**config.mk**
```make
export PLATFORM = sky130hd
export DESIGN_NAME = memory_game_ctrl_flat
export DESIGN_NICKNAME = d
export VERILOG_FILES = /design/src/rtl/memory_pkg.sv /design/src/rtl/memory_game_ctrl_if.sv /design/src/rtl/memory_cursor.sv /design/src/rtl/memory_game_ctrl.sv /design/src/flat_wrapper.sv
export SDC_FILE = /design/constraint.sdc
export NUM_CORES = 1
export LEC_CHECK = 0
export CORE_MARGIN = 5
export CORE_UTILIZATION = 45
export DETAILED_ROUTE_END_ITERATION = 12
export PLACE_DENSITY_LB_ADDON = 0.05
export SYNTH_ARGS = -nofsm -noshare
export SYNTH_HDL_FRONTEND = slang
export SYNTH_SLANG_ARGS = --single-unit
```
**constraint.sdc**
```tcl
create_clock -name Clk -period 7.4 [get_ports Clk]
set_input_delay 2.22 -clock Clk [delete_from_list [all_inputs] [get_ports Clk]]
set_output_delay 2.22 -clock Clk [all_outputs]
set_load 0.05 [all_outputs]
```
**src/rtl/memory_pkg.sv**
```systemverilog
// Shared types and constants for the memory-game controller and its cursor.
package memory_pkg;

    localparam int GRID_COLS = 4;
    localparam int GRID_ROWS = 2;
    localparam int CELL_W    = 3;
    localparam int MAX_SEQ   = 8;

    typedef enum logic [5:0] {
        S_I = 6'b000001,
        S_G = 6'b000010,
        S_S = 6'b000100,
        S_P = 6'b001000,
        S_W = 6'b010000,
        S_L = 6'b100000
    } state_t;

    // Cells are numbered row-major: row * GRID_COLS + column.
    function automatic logic [CELL_W-1:0] cell_idx(input logic y, input logic [1:0] x);
        return {y, x};
    endfunction

endpackage

```
**src/rtl/memory_game_ctrl_if.sv**
```systemverilog
// Button pulses, game setup inputs and state/display outputs of the controller.
interface memory_game_if;
    logic       Start, Ack;
    logic [7:0] SS_in, INC_in;
    logic       Right, Left, Up, Down, Select;
    logic       Qi, Qg, Qs, Qp, Qw, Ql;
    logic [1:0] outX;
    logic       outY;
    logic       show_valid;
    logic [2:0] show_pos;
    logic [2:0] step;
    logic [3:0] Lives;

    modport master (
        output Start, Ack, SS_in, INC_in, Right, Left, Up, Down, Select,
        input  Qi, Qg, Qs, Qp, Qw, Ql, outX, outY, show_valid, show_pos, step, Lives
    );

    modport slave (
        input  Start, Ack, SS_in, INC_in, Right, Left, Up, Down, Select,
        output Qi, Qg, Qs, Qp, Qw, Ql, outX, outY, show_valid, show_pos, step, Lives
    );
endinterface

```
**src/rtl/memory_cursor.sv**
```systemverilog
// Grid cursor: wrapping X/Y registers driven by direction pulses.
module memory_cursor
    import memory_pkg::*;
(
    input  logic       Clk,
    input  logic       Reset,
    input  logic       clr,
    input  logic       en,
    input  logic       Select,
    input  logic       Right,
    input  logic       Left,
    input  logic       Up,
    input  logic       Down,
    output logic [1:0] x,
    output logic       y
);

    // Select outranks every move, so a Select cycle never moves the cursor.
    always_ff @(posedge Clk) begin
        if (Reset || clr) begin
            x <= '0;
            y <= 1'b0;
        end else if (en && !Select) begin
            if (Right)          x <= x + 2'd1;
            else if (Left)      x <= x - 2'd1;
            else if (Up || Down) y <= ~y;
        end
    end

endmodule

```
**src/rtl/memory_game_ctrl.sv**
```systemverilog
// Memory-game sequencer: builds the target sequence, shows it, then scores play.
module memory_game_ctrl
    import memory_pkg::*;
#(
    parameter int SEQ_LEN    = 4,
    parameter int SHOW_CYC   = 4,
    parameter int INIT_LIVES = 3
) (
    input  logic          Clk,
    input  logic          Reset,
    memory_game_if.slave  bus
);

    localparam int CW = $clog2(SEQ_LEN * SHOW_CYC) + 1;

    state_t              state_q, state_d;
    logic [2:0]          ss_q, inc_q;
    logic [CELL_W-1:0]   pos_q [MAX_SEQ];
    logic [CW-1:0]       idx_q, sub_q;
    logic [3:0]          step_q, lives_q;
    logic [1:0]          cur_x;
    logic                cur_y;
    logic [CELL_W-1:0]   cur_cell, exp_cell;
    logic                hit, last_hit, gen_done, slot_done, show_done;
    logic                start_go;
    logic                unused_bits;

    assign unused_bits = ^{bus.SS_in[7:3], bus.INC_in[7:3], bus.INC_in[0]};

    assign start_go  = (state_q == S_I) && bus.Start;
    assign cur_cell  = cell_idx(cur_y, cur_x);
    assign exp_cell  = pos_q[step_q[2:0]];
    assign hit       = bus.Select && (cur_cell == exp_cell);
    assign last_hit  = hit && (step_q + 4'd1 == 4'(SEQ_LEN));
    // idx_q doubles as the generate counter and the shown-cell index.
    assign gen_done  = idx_q == CW'(SEQ_LEN - 1);
    assign slot_done = sub_q == CW'(SHOW_CYC - 1);
    assign show_done = gen_done && slot_done;

    memory_cursor u_cursor (
        .Clk    (Clk),
        .Reset  (Reset),
        .clr    (start_go),
        .en     (state_q == S_P),
        .Select (bus.Select),
        .Right  (bus.Right),
        .Left   (bus.Left),
        .Up     (bus.Up),
        .Down   (bus.Down),
        .x      (cur_x),
        .y      (cur_y)
    );

    always_comb begin
        state_d = state_q;
        case (state_q)
            S_I: if (bus.Start) state_d = S_G;
            S_G: if (gen_done) state_d = S_S;
            S_S: if (show_done) state_d = S_P;
            S_P: begin
                if (last_hit)                                    state_d = S_W;
                else if (bus.Select && !hit && lives_q == 4'd1)  state_d = S_L;
            end
            S_W, S_L: if (bus.Ack) state_d = S_I;
            default: state_d = S_I;
        endcase
    end

    always_ff @(posedge Clk) begin
        if (Reset) begin
            state_q <= S_I;
            ss_q    <= '0;
            inc_q   <= '0;
            idx_q   <= '0;
            sub_q   <= '0;
            step_q  <= '0;
            lives_q <= '0;
            for (int i = 0; i < MAX_SEQ; i++) pos_q[i] <= '0;
        end else begin
            state_q <= state_d;
            case (state_q)
                S_I: if (bus.Start) begin
                    ss_q    <= bus.SS_in[2:0];
                    inc_q   <= bus.INC_in[2:0] | 3'b001;
                    lives_q <= 4'(INIT_LIVES);
                    step_q  <= '0;
                    idx_q   <= '0;
                    sub_q   <= '0;
                end
                S_G: begin
                    // Odd increment mod 8 visits distinct cells.
                    pos_q[idx_q[2:0]] <= ss_q + idx_q[2:0] * inc_q;
                    idx_q             <= gen_done ? '0 : idx_q + 1'b1;
                end
                S_S: begin
                    if (slot_done) begin
                        sub_q <= '0;
                        idx_q <= gen_done ? '0 : idx_q + 1'b1;
                    end else begin
                        sub_q <= sub_q + 1'b1;
                    end
                end
                S_P: if (bus.Select) begin
                    if (hit) step_q  <= step_q + 4'd1;
                    else     lives_q <= lives_q - 4'd1;
                end
                default: ;
            endcase
        end
    end

    assign bus.Qi         = state_q == S_I;
    assign bus.Qg         = state_q == S_G;
    assign bus.Qs         = state_q == S_S;
    assign bus.Qp         = state_q == S_P;
    assign bus.Qw         = state_q == S_W;
    assign bus.Ql         = state_q == S_L;
    assign bus.outX       = cur_x;
    assign bus.outY       = cur_y;
    assign bus.show_valid = state_q == S_S;
    assign bus.show_pos   = (state_q == S_S) ? pos_q[idx_q[2:0]] : '0;
    assign bus.step       = step_q[2:0];
    assign bus.Lives      = lives_q;

endmodule
```
**src/flat_wrapper.sv**
```systemverilog
// flat-port wrapper written by rule: the top's interface ports become plain ports
module memory_game_ctrl_flat import memory_pkg::*;
#(
    parameter int SEQ_LEN    = 4,
    parameter int SHOW_CYC   = 4,
    parameter int INIT_LIVES = 3
)
  (Clk, Reset, bus_Start, bus_Ack, bus_SS_in, bus_INC_in, bus_Right, bus_Left, bus_Up, bus_Down, bus_Select, bus_Qi, bus_Qg, bus_Qs, bus_Qp, bus_Qw, bus_Ql, bus_outX, bus_outY, bus_show_valid, bus_show_pos, bus_step, bus_Lives);
  memory_game_if bus_i ();
  input  logic Clk;
  input  logic Reset;
  input wire logic [$bits(bus_i.Start)-1:0] bus_Start;
  input wire logic [$bits(bus_i.Ack)-1:0] bus_Ack;
  input wire logic [$bits(bus_i.SS_in)-1:0] bus_SS_in;
  input wire logic [$bits(bus_i.INC_in)-1:0] bus_INC_in;
  input wire logic [$bits(bus_i.Right)-1:0] bus_Right;
  input wire logic [$bits(bus_i.Left)-1:0] bus_Left;
  input wire logic [$bits(bus_i.Up)-1:0] bus_Up;
  input wire logic [$bits(bus_i.Down)-1:0] bus_Down;
  input wire logic [$bits(bus_i.Select)-1:0] bus_Select;
  output wire logic [$bits(bus_i.Qi)-1:0] bus_Qi;
  output wire logic [$bits(bus_i.Qg)-1:0] bus_Qg;
  output wire logic [$bits(bus_i.Qs)-1:0] bus_Qs;
  output wire logic [$bits(bus_i.Qp)-1:0] bus_Qp;
  output wire logic [$bits(bus_i.Qw)-1:0] bus_Qw;
  output wire logic [$bits(bus_i.Ql)-1:0] bus_Ql;
  output wire logic [$bits(bus_i.outX)-1:0] bus_outX;
  output wire logic [$bits(bus_i.outY)-1:0] bus_outY;
  output wire logic [$bits(bus_i.show_valid)-1:0] bus_show_valid;
  output wire logic [$bits(bus_i.show_pos)-1:0] bus_show_pos;
  output wire logic [$bits(bus_i.step)-1:0] bus_step;
  output wire logic [$bits(bus_i.Lives)-1:0] bus_Lives;
  assign bus_i.Start = bus_Start;
  assign bus_i.Ack = bus_Ack;
  assign bus_i.SS_in = bus_SS_in;
  assign bus_i.INC_in = bus_INC_in;
  assign bus_i.Right = bus_Right;
  assign bus_i.Left = bus_Left;
  assign bus_i.Up = bus_Up;
  assign bus_i.Down = bus_Down;
  assign bus_i.Select = bus_Select;
  assign bus_Qi = bus_i.Qi;
  assign bus_Qg = bus_i.Qg;
  assign bus_Qs = bus_i.Qs;
  assign bus_Qp = bus_i.Qp;
  assign bus_Qw = bus_i.Qw;
  assign bus_Ql = bus_i.Ql;
  assign bus_outX = bus_i.outX;
  assign bus_outY = bus_i.outY;
  assign bus_show_valid = bus_i.show_valid;
  assign bus_show_pos = bus_i.show_pos;
  assign bus_step = bus_i.step;
  assign bus_Lives = bus_i.Lives;
  memory_game_ctrl #(.SEQ_LEN(SEQ_LEN), .SHOW_CYC(SHOW_CYC), .INIT_LIVES(INIT_LIVES)) u_core (.Clk(Clk), .Reset(Reset), .bus(bus_i));
endmodule
```
==> results.txt, run 1 <==
- Standard-cell row count: 31
- 0 antenna diodes ended up in the layout.
- When the netlist entered floorplanning its net count stood at ~380.
* Count of flip-flops with a built-in enable after synthesis: 24
- Setup slack on the critical path of the routed design comes to 2.56 ns.
* Crit path DAT: 2.62 ns
- Worst slew pin tran: approximately 0.99 ns
* Internal reg-to-reg setup slack: approximately 4.5 ns
* Setup repair bufs after CTS: 0
* Maximum Capacitance Violations: 0
* Iteration count of the initial detailed-routing pass: 4
* Root buffer selected by CTS: clkbuf_8
* P per Cell Area: between 200 and 300 nW/µm²
- The number of different library cells used by synthesis comes to 50.
- Grt ovf: 0
* Clock slew at the register clock pins of the worst setup and hold paths: 0.07 ns
- The analysis attributes to cell leakage a power of roughly 1.4 nW.
- Critical path startpoint category: flip-flop
- The die is between 90 and 100 µm wide.
* Maximum clock frequency: just over 0.2 GHz
* Post-Place Worst Slack: between 2 and 3 ns
* Mapped Cells: about 350
- In this run the worst path has a maximum fanout of 9.
* Final Setup Violations: 0
* Initial DRC count: 173
* Clk sink count: 63
- Using the TritonRoute via totals, the vias-per-cell ratio works out to ~5.6.
* Proportion of layout cells with a drive suffix above 1: under 10%
- The initial antenna violation count was 0.
* Top-Level Pins: 45
* CTS resizes: 0
- TritonCTS built the clock tree.
* Final Hold Vio Count: 0
- Required time at the worst-slack endpoint: a little over 5 ns
- The floorplan step defined a die boundary enclosing roughly 9400 µm².
- The final-report max-slew violation count was 0.
- Post-route DRC violation count: 0
* Final #Nets: 407
- The first global-routing pass estimated 12500 µm of wire.
* HP Start: u_core.inc_q[2]
- Counting flops and latches in the post-synthesis netlist gives 63.
- Of the synthesized area, sequential elements account for 44.3%.
- The path class of the tightest hold or removal check is reg2reg.
- At the end of routability-driven placement, the weighted congestion stood at roughly 0.77.
* Vias: about 2700
- Number of cells traversed by the worst hold path: 2
- The endpoint identified for the worst register-to-register timing path is u_core.pos_q[1][2].
- Min cycle time layout: 4.84 ns
* Number of I/O port buffers: 33
* Clock latency of the later-clocked register in the worst-skew pair: approximately 0.33 ns
* Unrepaired setup endpoints after global routing: false
- The number of clock buffers added by TritonCTS is 9.
* Share of synthesized flip-flops with an asynchronous set or reset: 0%
- For the worst flop-to-flop path, the logic depth is 8.
* Layout area overhead: 16.8%
- A synthesized cell averages just under 10 µm².
- Number of nets with antenna violations after detailed routing: 0
- STA classifies the critical path endpoint as an output port.
- Filler Cell Count: 685
- Per-cell routed wire length: approximately 16 µm
* Total Negative Setup Slacks: 0 ns
* Worst-case vdd ir drop: ~130 µV
- Across every metal layer, demand over resource in global routing totals approximately 17%.
* Post-synth top flop: dfxtp_1
- Post-detailed-routing wire length: approximately 7600 µm
- The setup path with the least slack is of type reg2out.
- Once the floorplan was initialized, standard cells occupied roughly 46% of the core.
- From bottom edge to top edge, the die measures about 97 µm.
* Total core area: roughly 7300 µm²
* Status: complete, no violations
- Entering global routing, the biggest net connects 29 pins.
- No sink is reached through more buffers than the 2 on the longest clock path.
- Vias in the first global route: ~2500
- Post-route clock skew: slightly below 0.008 ns
- The cell area that synthesis handed to floorplanning was approximately 3400 µm².
* Half-perimeter wire length after placement: 5640 µm
- The H-tree was split into 3 levels.
- Critical register-to-register path startpoint: u_core.idx_q[1]
* Total power draw: 0.000991 W
* Synth Warn #: 0
* Worst relative slew slack: 33.4%
- The worst path uses about two thirds of the clock period.
* Capture endpoint of the worst hold path: u_core.inc_q[2]
* Hold buffer count at cts: 0
[metrics by stage]
stage / area, µm² / instances / util [%] / hold WS, ns
after floorplan: 3390 / 347 / - / 0.436
after global placement: 3720 / 461 / 51.1 / 0.449
after detailed placement: 3720 / 461 / 51.1 / 0.454
after CTS: 3960 / 477 / 54.3 / 0.464
after global routing: 3960 / 477 / 54.3 / 0.486
final: 3960 / 477 / 54.3 / 0.460
[cell families (layout without fill, tap and decap cells)]
group | count (synthesis) | in the layout | synth area share, %
adders and majority gates | 9 | 9 | 3.32
AOI/OAI and AO/OA | 51 | 51 | 8.90
DFF | 63 | 63 | 44.3
muxes | 27 | 27 | 11.3
and+or+nand+nor | 150 | 150 | 22.5
xor gates and xnor gates | 18 | 18 | 4.87
buffers and inverters | 29 | 60 | 4.80
[cell usage after synthesis (5+ instances only)]
| cell | n | share of area, % |
|---|---|---|
| nor3_1 | 17 | 2.5 |
| nor2_1 | 42 | 4.7 |
| o21ai_0 | 15 | 2.2 |
| a21oi_1 | 21 | 3.1 |
| nand2_1 | 33 | 3.7 |
| ha_1 | 9 | 3.3 |
| clkbuf_1 | 10 | 1.1 |
| mux4_2 | 9 | 6.0 |
| and2_1 | 7 | 1.3 |
| nand3_1 | 11 | 1.6 |
| inv_1 | 10 | 1.1 |
| xor2_1 | 5 | 1.3 |
| dfxtp_1 | 39 | 23 |
| or3_1 | 5 | 0.92 |
| edfxtp_1 | 24 | 21 |
| mux2i_1 | 17 | 5.0 |
| xnor2_1 | 12 | 3.1 |
| nor4_1 | 6 | 1.1 |
[state kept, by name (all words and copies together) (netlist names), named ones only]
signal             flops
u_core.pos_q          24
u_core.state_q         6
u_core.idx_q           5
u_core.sub_q           5
u_core.bus.Lives       4
u_core.step_q          4
u_core.inc_q           3
u_core.ss_q            3
u_core.u_cursor.x      2
u_core.u_cursor.y      1
[cell type report]
| type | count | area, µm² | area share (%) |
|---|---|---|---|
| Clock buffer | 13 | 169 | 4.27 |
| Timing Repair Buffer | 34 | 338 | 8.54 |
| Sequential cell | 63 | 1500 | 37.9 |
| Clock inverter | 3 | 63.8 | 1.61 |
| Multi-Input combinational cell | 255 | 1720 | 43.6 |
| Tap cell | 99 | 124 | 3.13 |
| Inverter | 10 | 37.5 | 0.948 |
[critical path: stages (launching register included)]
cell,delay (ns)
dfxtp_1,0.39
nor4_1,0.56
nand2_1,0.35
nor2_1,0.18
clkdlybuf4s50_1,0.81
[power by group]
group | internal (W) | switching (W)
clock network | 0.000216 | 0.000123
logic | 0.0000845 | 0.000159
registers | 0.000383 | 0.0000251
[how the worst max path moves through the flow]
stage | startpoint | end | cells after the start | slack (ns)
global placement | u_core.state_q[5] | bus_Qs | 4 | 2.91
global route | u_core.state_q[5] | bus_show_valid | 4 | 2.30
finish | u_core.state_q[5] | bus_show_pos[2] | 4 | 2.56
detailed placement | u_core.state_q[5] | bus_show_valid | 4 | 2.92
floorplan | u_core.state_q[1] | bus_Qw | 2 | 3.11
CTS | u_core.state_q[5] | bus_show_pos[2] | 4 | 2.54
[cell usage in the layout, fill, tap and decap left out, types with 2 or more instances in the layout]
master,instances
nand2_1,33
nand4_1,2
o21ai_0,15
nand2b_1,2
nor4_1,6
clkdlybuf4s50_1,33
and2_1,7
nor4b_1,2
nor3b_1,3
mux4_2,9
a211oi_1,3
or4_1,4
mux2i_1,17
inv_1,10
ha_1,9
nor2b_1,2
edfxtp_1,24
a31oi_1,2
and3_1,4
a31o_1,2
xnor2_1,12
bufinv_16,2
nand3b_1,3
clkbuf_8,12
nor3_1,17
xor2_1,5
o211ai_1,2
a21oi_1,21
or3_1,5
dfxtp_1,39
nand3_1,11
nor2_1,42
[routing by layer]
layer	part of all wire, %	wire length [µm]	vias to the layer above	track usage, %
li1	-	-	1313	-
met1	44	3350	1276	21.1
met2	50	3760	56	27.9
met3	4.7	357	8	4.89
met4	1.4	109	0	5.40
met5	0	0	-	0
Power figures use the tool's default switching activity.
==> run 2, diff against run 1 <==
clock period = 5 ns   (was 7.4 ns; I/O delays follow)
==> run 2 against run 1 <==
Against the previous run: register-to-register slack worse by 2.4 ns; clock skew about the same; first-iteration DRC count down 20%; sequential power up 48%; worst setup slack worse by 1.7 ns; final area down 0.54%; power up 45%.
==> results.txt, run 2 (synthesis gave the netlist of run 1 again) <==
- Status: complete, no violations
* CP Capture Type: output port
* Total Negative Setup Slacks: 0 ns (unchanged)
- The core region area was 7290 µm² (unchanged).
- Leading cell types in the layout, fill and taps excluded: 42 x nor2_1, 39 x dfxtp_1, 33 x nand2_1, 33 x clkdlybuf4s50_1, 24 x edfxtp_1
- The post-placement worst setup slack is 1.17 ns (-1.75 ns).
- Via/cell ratio: 5.56 (about the same)
- P per Cell Area: 366 nW/µm² (+46%)
- The post-CTS setup buffer count is 0 (unchanged).
* Most flops, register: u_core.pos_q
- The reg2reg setup slack was 2.08 ns (-2.37 ns).
- Maximum clock frequency: 0.240 GHz
- The total detailed-routing wirelength came to 7620 µm (+0.49%).
- STA classifies the critical path startpoint as a flip-flop.
* Critical register-to-register path startpoint: u_core.idx_q[1]
- The sequential fraction of design power came to 42.0% (+0.8 points).
- Final critical-path share of the clock period: 83.3%
* Iteration count of the initial detailed-routing pass: 4 (unchanged)
* CTS resizes: 0 (unchanged)
- Root buffer selected by CTS: clkbuf_8
- The initial antenna violation count is 0 (unchanged).
- Initial Utilization: 46.5% (unchanged)
- The summed area of non-filler cells in the final layout came to 3940 µm² (-0.54%).
* Filler Cell Count: 720 (+5.1%)
- The combined area of the multi-input logic cells came to 1720 µm² (unchanged).
* Min cycle time layout: around 4.2 ns
- Clk sink count: 63 (unchanged)
* Met1 global-route usage: 21.1% (+0.072 points)
- Unrepaired setup endpoints after global routing: false
* Total power draw: 0.00144 W (+45%)
- Critical Path End: bus_show_valid
- The met3 track demand over resource in global routing was 3.53% (-1.4 points).
* Vias: 2652 (-0.038%)
- In this run the critical register-to-register path is captured at u_core.pos_q[3][2].
- The required time of the critical path was 3.50 ns (-1.68 ns).
- The pin count of the biggest net entering global routing came to 21 (-28%).
- Worst Path Max Fanout: 9 (unchanged)
- Clock tree from TritonCTS: yes
- Clock slew at the register clock pins of the worst setup and hold paths: 0.07 ns (about the same)
- Die Wd: 96.8 µm (unchanged)
- Maximum Capacitance Violations: 0 (unchanged)
- H-tree depth reported by CTS: 3 (unchanged)
- The total placed instance area was 3720 µm² (unchanged).
* Internal power: 0.000969 W (+42%)
- Reported leakage power: 1.34 nW (-1.3%)
* Clk pwr share: 33.0% (-1.3 points)
* Slew Limit Fails: 0 (unchanged)
* Proportion of layout cells with a drive suffix above 1: 8.20% (unchanged)
- Clock latency of the later-clocked register in the worst-skew pair: 0.33 ns (about the same)
- Inserted Clock Buffers: 9 (unchanged)
- Area of all sequential standard cells: 1500 µm² (unchanged)
* Crit path from: u_core.state_q[5]
* Class of the most critical hold timing path: reg2reg
- Vias in the first global route: 2601 (+2.6%)
- Worst setup slack after layout: 0.837 ns (-1.72 ns)
- The number of design rule violations left after detail routing was 0 (unchanged).
- The largest clock skew in the final design was 0.00762 ns (-0.000321 ns).
- The final number of setup-violating endpoints was 0 (unchanged).
* Number of nets with antenna violations after detailed routing: 0 (unchanged)
- The initial DRC count was 138 (-20%).
- Die ar.: 9360 µm² (unchanged)
- The switching power came to 0.000471 W (+53%).
* Global routing's busiest layer: met2
- The vertical extent of the die came to 96.8 µm (unchanged).
* Half-perimeter wire length after placement: 5660 µm (+0.42%)
* Largest registers: u_core.pos_q: 24 flops, u_core.state_q: 6 flops
- The number of primary I/O pins is 45 (unchanged).
- The worst-case vdd ir drop is 189 µV (+40%).
- Type of the setup path with the least slack: reg2out
- Worst relative slew slack: 42.1% (+8.7 points)
- The count of hold buffers inserted by post-cts repair was 0 (unchanged).
- The first-pass GRT wire length came to 12600 µm (+0.22%).
* GR met2 Demand/Resource: 26.9% (-1.0 points)
- The library cell used most frequently in the layout, excluding fill and tap cells, is nor2_1.
* Layout area overhead: 16.2%
* Per-cell routed wire length: 16.0 µm (+0.49%)
- Worst-case reg-to-reg path depth: 8 (unchanged)
- Tot GR Track Use: 16.5% (-0.32 points)
* Ant. Diodes: 0 (unchanged)
- Max Root-Sink Buffers: 2 (unchanged)
- Worst slew pin tran: 0.863 ns (-0.129 ns)
- The number of nets in the finished design is 407 (unchanged).
* Number of I/O port buffers: 33 (unchanged)
* Final Hold Vio Count: 0 (unchanged)
* Final RePlAce weighted congestion: 0.780 (+1.7%)
* Grt ovf: 0 (unchanged)
- The switching part of the total power came to 32.7% (+1.7 points).
* Combinational cell fraction of total power: 25.0% (+0.5 points)
* Flip-flop count of the largest register after layout: 24 (unchanged)
* Crit path DAT: 2.66 ns (+0.04 ns)
- Standard-cell row count: 31 (unchanged)
-- run 2: cell types whose count changed in the layout (fill, tap and decap cells not counted), sizes merged --
| cell | previous run | this run |
|---|---|---|
| clkinvlp | 0 | 2 |
| clkbuf | 13 | 9 |
| clkinv | 1 | 3 |
-- run 2: cell type report --
class / count / area share (%)
multi-input cells: 255 / 43.8
flip-flops and latches: 63 / 38.1
repair buffers: 34 / 8.58
clock buffers: 9 / 3.15
well taps: 99 / 3.15
clock inverters: 7 / 2.23
inverters: 10 / 0.954
-- run 2: power by group through the flow --
stage	clock [W]	combinational [W]	sequential, W
4_1_cts	0.000483	0.000364	0.000605
3_3_place_gp	0	0.000358	0.000616
6_report	0.000474	0.000360	0.000605
3_5_place_dp	0	0.000361	0.000617
5_1_grt	0.000509	0.000394	0.000610
2_1_floorplan	0	0.000252	0.000618
-- run 2: through the flow --
| stage | utilization (%) | instances | hold slack (ns) |
|---|---|---|---|
| after floorplan | - | 347 | 0.436 |
| after global placement | 51.1 | 461 | 0.453 |
| after detailed placement | 51.1 | 461 | 0.452 |
| after CTS | 54.0 | 477 | 0.462 |
| after global routing | 54.0 | 477 | 0.485 |
| final | 54.0 | 477 | 0.459 |
-- run 2: how the worst min path moves through the flow --
stage / startpoint / end / cells past startpoint
after floorplan: u_core.inc_q[2] / u_core.inc_q[2] / 2
after global placement: u_core.inc_q[2] / u_core.inc_q[2] / 2
after detailed placement: u_core.inc_q[2] / u_core.inc_q[2] / 2
after CTS: u_core.inc_q[2] / u_core.inc_q[2] / 2
after global routing: u_core.ss_q[1] / u_core.ss_q[1] / 2
final: u_core.inc_q[2] / u_core.inc_q[2] / 2
-- run 2: metal layers --
| metal | wire, µm | vias to the layer above | part of all wire [%] |
|---|---|---|---|
| li1 | - | 1313 | - |
| met1 | 3440 | 1253 | 45 |
| met2 | 3600 | 74 | 47 |
| met3 | 449 | 12 | 5.9 |
| met4 | 130 | 0 | 1.7 |
| met5 | 0 | - | 0 |
-- run 2: critical path, stage by stage (launching register included) --
cell,delay (ns)
dfxtp_1,0.39
nor4_1,0.58
nand2_1,0.36
inv_1,0.18
clkdlybuf4s50_1,0.82
==> run 3, diff against run 2 <==
clock period = 3.5 ns   (was 5 ns; I/O delays follow)
==> run 3 against run 2 <==
Against the previous run: count of clock-buffer cells in the layout is 1 higher; clock skew is 0.0019 ns lower; combinational power is 50% higher; worst hold slack better by 0.00076 ns.
==> results.txt, run 3 (synthesis gave the netlist of run 1 again) <==
- The measured slew at the worst slew-check pin came to 0.665 ns (-0.198 ns).
- Critical path startpoint category: flip-flop
- Leading cell types in the layout, fill and taps excluded: 42 x nor2_1, 39 x dfxtp_1, 33 x nand2_1, 27 x clkdlybuf4s50_1, 24 x edfxtp_1
- In the final layout, the registers with the most flip-flops are u_core.pos_q: 24 flops, u_core.state_q: 6 flops.
- Ant. Diodes: 0 (unchanged)
* Number of nets with antenna violations after detailed routing: 0 (unchanged)
- Total power draw: 0.00212 W (+48%)
- Required time at the worst-slack endpoint: 2.45 ns (-1.05 ns)
- Total Negative Setup Slacks: 0 ns (unchanged)
- The quantity of gates resized following cts was 0 (unchanged).
- Worst Path Max Fanout: 6 (-3)
- The largest clock skew in the final design came to 0.00572 ns (-0.00190 ns).
* Met1 global-route usage: 22.2% (+1.1 points)
- Final Setup Violations: 0 (unchanged)
- P per Cell Area: 531 nW/µm² (+45%)
- Setup repair bufs after CTS: 0 (unchanged)
* Maximum clock frequency: ~0.3 GHz
* Global-route wire length before repair: 12700 µm (+0.83%)
- Worst relative slew slack: 55.6% (+14 points)
- The number of nets in the finished design was 414 (+1.7%).
- Y dimension of the die: 96.8 µm (unchanged)
- The number of global-route vias before repair was 2519 (-3.2%).
- Total core area: 7290 µm² (unchanged)
* Number of antenna violations at the first check in global routing: 0 (unchanged)
* Die Wd: 96.8 µm (unchanged)
- The later-pin clock latency in the skew report was 0.34 ns (about the same).
- Number of I/O port buffers: 33 (unchanged)
- The total congestion overflow after global routing was 0 (unchanged).
- The tree is rooted in a clkbuf_8.
- Global routing's busiest layer: met2
* Worst setup slack after layout: 0.120 ns (-0.717 ns)
* H-tree depth reported by CTS: 3 (unchanged)
- STA classifies the critical path endpoint as an output port.
* Crit path DAT: 2.33 ns (-0.33 ns)
* Post-route DRC violation count: 0 (unchanged)
* Flip-flop count of the largest register after layout: 24 (unchanged)
* Initial Utilization: 46.5% (unchanged)
- Half-perimeter wire length after placement: 5740 µm (+1.3%)
- The number of iterations in the first detailed-routing pass is 4 (unchanged).
* Per-cell routed wire length: 15.9 µm (-0.72%)
* Initial DRC count: 125 (-9.4%)
- The met3 track demand over resource in global routing is 3.74% (+0.22 points).
- Type of the setup path with the least slack: reg2out
* Final RePlAce weighted congestion: 0.812 (+4.1%)
- Most common cell after layout, fill and taps aside: nor2_1
- The number of primary I/O pins is 45 (unchanged).
* Clock tree from TritonCTS: yes
- The worst path uses between 90% and 100% of the clock period.
* Most flops, register: u_core.pos_q
- Slew Limit Fails: 0 (unchanged)
- The total vias in the final route was 2665 (+0.49%).
- The global-route track usage on met2 came to 27.2% (+0.37 points).
* Standard-cell row count: 31 (unchanged)
- Subtracting the final worst setup slack from the clock period gives 3.38 ns.
* Die ar.: 9360 µm² (unchanged)
* Status: complete, no violations
* Clock slew at the register clock pins of the worst setup and hold paths: 0.07 ns (about the same)
- Clk sink count: 63 (unchanged)
- Post-Place Worst Slack: 0.445 ns (-0.723 ns)
- The total detailed-routing wirelength is 7670 µm (+0.74%).
* Proportion of layout cells with a drive suffix above 1: 11.7% (+3.5 points)
* Layout area overhead: 18.0%
- The worst-case vdd ir drop came to 252 µV (+33%).
- Largest net degree at the start of global routing: 24 (+14%)
- The hold violation count in the final report came to 0 (unchanged).
* Tot GR Track Use: 16.9% (+0.39 points)
- Setup repair after global routing left no endpoint under its margin.
* Reported leakage power: 1.41 nW (+5.3%)
- The worst hold path belongs to the class reg2reg.
- Via/cell ratio: 5.51 (-0.96%)
- The worst-case clock buffer depth was 2 (unchanged).
- Hold buffer count at cts: 0 (unchanged)
* Maximum Capacitance Violations: 0 (unchanged)
- The number of clock buffers inserted by TritonCTS was 9 (unchanged).
run 3: final timing paths:
kind / startpoint / end / slack [ns] / depth (start not counted)
min reg2reg: u_core.inc_q[2] / u_core.inc_q[2] / 0.46 / 2
max: u_core.state_q[1] / bus_Qw / 0.12 / 3
max reg2reg: flip-flop / u_core.step_q[3] / 0.60 / 6
min: u_core.inc_q[2] / u_core.inc_q[2] / 0.46 / 2
run 3: layout make-up:
class	count	area, µm²
multi-input combinational	255	1720
inverter	10	37.5
tap	99	124
fill	713	3290
clock inverter	6	92.6
sequential	63	1500
timing repair buffer	41	380
clock buffer	10	138
run 3: per-layer routing:
metal | part of all wire, % | routed length, µm | up-vias
li1 | - | - | 1319
met1 | 46 | 3560 | 1272
met2 | 47 | 3620 | 61
met3 | 5.1 | 388 | 13
met4 | 1.4 | 110 | 0
met5 | 0 | 0 | -
run 3: where the power goes:
| group | switching, W | leakage [nW] | total (W) | internal [W] |
|---|---|---|---|---|
| combinational | 0.000339 | 0.732 | 0.000540 | 0.000201 |
| clock | 0.000298 | 0.109 | 0.000721 | 0.000424 |
| sequential | 0.0000528 | 0.564 | 0.000862 | 0.000810 |
run 3: critical path, stage by stage, from the launching register on:
cell,delay [ns]
dfxtp_1,0.38
or4_1,0.57
nor3b_1,0.21
clkdlybuf4s50_1,0.83
run 3: stage by stage:
step | cell area [µm²] | hold WS (ns) | utilization, % | cells
2_1_floorplan | 3390 | 0.436 | - | 347
3_3_place_gp | 3760 | 0.452 | 51.6 | 468
3_5_place_dp | 3760 | 0.455 | 51.6 | 468
4_1_cts | 4000 | 0.464 | 54.8 | 484
5_1_grt | 4000 | 0.487 | 54.8 | 484
6_report | 4000 | 0.460 | 54.8 | 484
